==> config.mk <==
export PLATFORM = sky130hd
export DESIGN_NAME = clock_disp_scan
export DESIGN_NICKNAME = d
export VERILOG_FILES = /design/src/rtl/clock_disp_scan.sv
export SDC_FILE = /design/constraint.sdc
export NUM_CORES = 1
export LEC_CHECK = 0
export CORE_UTILIZATION = 40
export CTS_CLUSTER_DIAMETER = 40
export CTS_CLUSTER_SIZE = 10
export DETAILED_ROUTE_END_ITERATION = 12
export PLACE_DENSITY = 0.7
export SLEW_MARGIN = 20
export SYNTH_ARGS = -nofsm -noshare
export SYNTH_HDL_FRONTEND = slang
export SYNTH_SLANG_ARGS = --single-unit
==> constraint.sdc <==
create_clock -name clk -period 2.15 [get_ports clk]
set_input_delay 0.43 -clock clk [delete_from_list [all_inputs] [get_ports clk]]
set_output_delay 0.43 -clock clk [all_outputs]
set_load 0.01 [all_outputs]
==> src/rtl/clock_disp_scan.sv <==
// clock_disp_scan: six-digit multiplexed seven-segment scan driver for the
// 12-hour HH:MM:SS clock. The displayed time is captured once per frame, so
// one frame never mixes old and new values. The block also handles hours
// leading-zero blanking, the blinking colon and the PM dot.
// The outputs are common-anode and active low.
// The outputs are registered and show the counter and snapshot state of the
// previous cycle.

module clock_disp_scan #(
    parameter int SCAN_DIV = 50000
) (
    input  logic       clk,
    input  logic       reset,
    input  logic [7:0] hh,
    input  logic [7:0] mm,
    input  logic [7:0] ss,
    input  logic       pm,
    input  logic       blank,
    output logic [5:0] an,
    output logic [6:0] seg,
    output logic       dp,
    output logic       frame_start
);

    localparam int                DIV_W    = (SCAN_DIV > 1) ? $clog2(SCAN_DIV) : 1;
    localparam logic [DIV_W-1:0]  DIV_LAST = DIV_W'(SCAN_DIV - 1);

    logic [DIV_W-1:0] r_div;
    logic [2:0]       r_digit;
    logic [7:0]       r_snap_hh;
    logic [7:0]       r_snap_mm;
    logic [7:0]       r_snap_ss;
    logic             r_snap_pm;

    logic [5:0]       r_an;
    logic [6:0]       r_seg;
    logic             r_dp;
    logic             r_frame_start;

    logic             w_div_last;
    logic             w_frame_end;
    logic             w_frame_first;
    logic [3:0]       w_nibble;
    logic [6:0]       w_seg_dec;
    logic [5:0]       w_an_sel;
    logic             w_lead_zero;
    logic             w_dp;

    assign w_div_last    = (r_div == DIV_LAST);
    assign w_frame_end   = w_div_last && (r_digit == 3'd5);
    assign w_frame_first = (r_div == '0) && (r_digit == 3'd0);

    // Dwell counter and digit index; digit steps when the dwell count expires.
    always_ff @(posedge clk) begin
        if (reset) begin
            r_div   <= '0;
            r_digit <= 3'd0;
        end else if (w_div_last) begin
            r_div   <= '0;
            r_digit <= (r_digit == 3'd5) ? 3'd0 : r_digit + 3'd1;
        end else begin
            r_div   <= r_div + DIV_W'(1);
        end
    end

    // Capture the time on the last cycle of a frame so the next frame is coherent.
    always_ff @(posedge clk) begin
        if (reset) begin
            r_snap_hh <= 8'h00;
            r_snap_mm <= 8'h00;
            r_snap_ss <= 8'h00;
            r_snap_pm <= 1'b0;
        end else if (w_frame_end) begin
            r_snap_hh <= hh;
            r_snap_mm <= mm;
            r_snap_ss <= ss;
            r_snap_pm <= pm;
        end
    end

    // Select the nibble, anode and decimal point for the current digit.
    always_comb begin
        w_nibble    = 4'h0;
        w_dp        = 1'b1;
        w_an_sel    = ~(6'b000001 << r_digit);
        w_lead_zero = 1'b0;
        case (r_digit)
            3'd0: begin
                w_nibble = r_snap_ss[3:0];
                w_dp     = ~r_snap_pm;
            end
            3'd1: w_nibble = r_snap_ss[7:4];
            3'd2: begin
                w_nibble = r_snap_mm[3:0];
                w_dp     = r_snap_ss[0];
            end
            3'd3: w_nibble = r_snap_mm[7:4];
            3'd4: begin
                w_nibble = r_snap_hh[3:0];
                w_dp     = r_snap_ss[0];
            end
            3'd5: begin
                w_nibble    = r_snap_hh[7:4];
                w_lead_zero = (r_snap_hh[7:4] == 4'h0);
            end
            default: begin
                w_nibble = 4'h0;
                w_dp     = 1'b1;
            end
        endcase
    end

    // Active-low seven-segment decode {g,f,e,d,c,b,a}; codes A-F show a dash.
    always_comb begin
        w_seg_dec = 7'h3F;
        case (w_nibble)
            4'h0:    w_seg_dec = 7'h40;
            4'h1:    w_seg_dec = 7'h79;
            4'h2:    w_seg_dec = 7'h24;
            4'h3:    w_seg_dec = 7'h30;
            4'h4:    w_seg_dec = 7'h19;
            4'h5:    w_seg_dec = 7'h12;
            4'h6:    w_seg_dec = 7'h02;
            4'h7:    w_seg_dec = 7'h78;
            4'h8:    w_seg_dec = 7'h00;
            4'h9:    w_seg_dec = 7'h10;
            default: w_seg_dec = 7'h3F;
        endcase
    end

    // Output register stage; blank and the leading zero only mask the drive, never the scan.
    always_ff @(posedge clk) begin
        if (reset) begin
            r_an          <= 6'h3F;
            r_seg         <= 7'h7F;
            r_dp          <= 1'b1;
            r_frame_start <= 1'b0;
        end else begin
            r_frame_start <= w_frame_first;
            if (blank) begin
                r_an  <= 6'h3F;
                r_seg <= 7'h7F;
                r_dp  <= 1'b1;
            end else if (w_lead_zero) begin
                r_an  <= 6'h3F;
                r_seg <= 7'h7F;
                r_dp  <= w_dp;
            end else begin
                r_an  <= w_an_sel;
                r_seg <= w_seg_dec;
                r_dp  <= w_dp;
            end
        end
    end

    assign an          = r_an;
    assign seg         = r_seg;
    assign dp          = r_dp;
    assign frame_start = r_frame_start;

endmodule

==> flow_metrics.py <==
metrics = {
    "synth": {
        "yosysTopAreaCell": "dfxtp_1",
        "synth_edf_count": 0,
        "netlist.area_leader.share_pct": 43.1,
        "async_flop_share_pct": 0,
        "syn_avg_cell_area_sq_um": 8.93,
        "synth_cell_type_count": 48,
        "yosys_warnings": 0,
        "synth_area_sq_um": 2740,
        "yosysSeqAreaShare_pct": 43.1,
        "ys_seq_elements": 59,
        "synth_nets": 343,
        "synth_cells": 307,
        "synth_area_leaders": "dfxtp_1 43%, a21oi_2 6.7%, nand2_1 6.0%",
        "ys.flop_type": "dfxtp_1",
    },
    "cts": {
        "root_buffer": "clkbuf_8",
        "cts.sinks": 59,
        "cts_htree_levels": 3,
        "clk_pin_slew_ns": 0.07,
        "cts.path.max_buffers": 2,
        "cts_tree": "yes",
        "cts_hold_buf": 0,
        "clk_latency_ns": 0.33,
        "cts_made_buffers": 9,
    },
    "placed_design": {
        "dpl.hpwl_mm": 4.10,
        "dpl_cell_area_sq_um": 3270,
        "place.gp.congestion": 0.948,
        "numPortBuffers": 42,
        "dp.cells": 426,
    },
    "die": {
        "core_sq_um": 6490,
        "die-width_um": 84.8,
        "dieArea_sq_um": 7190,
        "start_util_pct": 42.2,
        "io_pins": 43,
        "num_rows": 29,
        "die_y_um": 84.8,
    },
    "sta": {
        "max_freq_mhz": 497,
        "drv_slew": 0,
        "finalHoldViolCount": 0,
        "fin_crit_ns": 2.01,
        "setup_viol": 0,
        "fin_skew_ns": 0.00747,
        "rsz0062_at_grt": "no",
        "worst_pin_slew_ns": 0.612,
        "layout_worst_path_cycle_share_pct": 93.6,
        "slew-limit-headroom_pct": 58.8,
    },
    "global_routing": {
        "grtUsageMet1_pct": 23.9,
        "grt_usage_pct": 17.4,
        "top_usage_layer": "met2",
        "grt_overflow": 0,
        "grt_first_pass_wirelength_mm": 9.72,
        "antenna_found_initial": 0,
        "gr-usage-met3_pct": 4.23,
        "first_global_vias": 2048,
        "grt_max_degree": 26,
        "grt.met2_usage_pct": 24.5,
    },
    "setup_path": {
        "critPathMaxFanout": 9,
        "endpoint_kind": "flip-flop",
        "critical_path_class": "reg -> reg",
        "critPathLaunchType": "flip-flop",
        "cp.arrival_ns": 2.23,
        "required_ns": 2.37,
    },
    "detailed_routing": {
        "route.detailed.wl_per_inst_um": 12.7,
        "route.detailed.drc": 3,
        "dr.pass1.iters": 9,
        "drt_wl_total_mm": 5.64,
        "drtIter0Drc": 151,
        "vias_per_cell": 4.93,
        "antenna_left": 0,
        "num_vias": 2196,
    },
    "layout": {
        "area_growth_pct": 27.2,
        "fill_cells": 597,
        "finalNonFillerCells": 445,
        "n_antenna_cell": 0,
        "final_area_sq_um": 3490,
        "drive_gt1_share_pct": 24.2,
        "nNetsFinal": 399,
    },
    "power": {
        "ir_drop_mv": 0.264,
        "p_leak_nw": 1.24,
        "p_per_area_nw_per_um2": 607,
    },
    "worst_hold_path": {
        "worst_hold_path_type": "reg -> reg",
    },
    "run_status": {
        "violations": "design-rule violations",
        "status": "complete, but fails checks",
    },
    "run": {
        "drv_cap": 0,
    },
}
-- power breakdown --
part	total [W]	internal [W]	switching, W
sequential	0.00111	0.00111	0.00000779
clock	0.000878	0.000478	0.000400
combinational	0.000125	0.0000761	0.0000487
-- state kept, by name, indices dropped and copies added, names as in the netlist --
register	count
r_snap_pm	1
r_div	16
r_digit	3
dp	1
r_snap_ss	8
frame_start	1
r_snap_hh	8
r_snap_mm	8
an	6
seg	7
-- final timing paths --
check	start	end	slack (ns)	cells past startpoint
max	r_digit[2]$_SDFFE_PP0N_	seg[5]$_SDFF_PP1_	0.14	9
min	r_snap_ss[2]$_SDFFE_PP0P_	r_snap_ss[2]$_SDFFE_PP0P_	0.45	2
max reg2reg	r_digit[2]$_SDFFE_PP0N_	seg[5]$_SDFF_PP1_	0.14	9
min reg2reg	r_snap_ss[2]$_SDFFE_PP0P_	r_snap_ss[2]$_SDFFE_PP0P_	0.45	2
-- cell usage in the layout (no fill, tap or decap), types with 3 or more instances in the layout --
master / instances
nand2_2: 21
inv_1: 12
clkbuf_1: 3
nand3b_1: 3
nor2_1: 31
nand4_1: 3
nor3_1: 7
nor4_1: 5
ha_1: 7
nand3_1: 10
nand2_1: 44
dfxtp_1: 56
o21ai_0: 6
a21oi_1: 10
xnor2_1: 10
clkdlybuf4s50_1: 42
xor2_1: 6
clkbuf_8: 11
a21oi_2: 21
mux2i_1: 5
buf_4: 16
-- critical path, cell delays in order, from the launching register on --
cell,delay (ns)
dfxtp_2,0.37
buf_4,0.18
mux2i_1,0.22
nor3_1,0.06
a2111o_1,0.44
inv_2,0.13
ha_1,0.15
inv_1,0.06
nor3_2,0.20
o31ai_2,0.09
-- timing repair --
item                       in CTS  in global routing
setup endpoints to repair       4                  8
resized for setup               6                  3
pin swaps                       1                  3
buffers inserted                1                  2
-- cell type report --
cell class / instances / area, sq um / area share, %
timing repair buffer: 59 / 561 / 16.1
clock buffer: 14 / 163 / 4.67
clock inverter: 2 / 10.0 / 0.287
tap: 77 / 96.3 / 2.76
inverter: 13 / 48.8 / 1.40
sequential: 59 / 1190 / 34.1
multi-input combinational: 221 / 1420 / 40.7
-- cells by family after synthesis --
family          after synthesis  synth area share, %
simple gates                140                 25.8
flops                        59                 43.1
compound gates               50                 13.8
buf+inv                      27                 5.75
xor+xnor                     16                 5.11
fa+ha+maj                     8                 3.65
mux                           7                 2.79
-- per-layer routing --
metal,up-vias,part of all wire (%)
met3,11,4.3
li1,1146,-
met4,0,2.4
met2,57,42
met1,982,51
met5,-,0
-- cell usage after synthesis, drive strengths merged, types with 3 or more instances --
library cell  number
nor2              32
nand3             10
nand3b             3
buf               10
nor3               9
o21ai              7
nand4              3
ha                 8
inv               13
a21oi             31
nand2             65
clkbuf             4
dfxtp             59
and3               3
xnor2             10
xor2               6
nor4               6
mux2i              5
o31ai              3
-- stage by stage --
| stage | setup slack, ns | utilization, % | setup TNS (ns) | total power (W) | hold slack (ns) |
|---|---|---|---|---|---|
| 2_1_floorplan | 0.00302 | - | 0 | 0.00118 | 0.431 |
| 3_3_place_gp | 0.0304 | 50.3 | 0 | 0.00126 | 0.441 |
| 3_5_place_dp | -0.0901 | 50.3 | -0.202 | 0.00126 | 0.446 |
| 4_1_cts | 0.00430 | 53.2 | 0 | 0.00214 | 0.453 |
| 5_1_grt | 0.0397 | 53.7 | 0 | 0.00220 | 0.472 |
| 6_report | 0.138 | 53.7 | 0 | 0.00212 | 0.452 |
No activity file was read; power rests on OpenSTA's default activity.
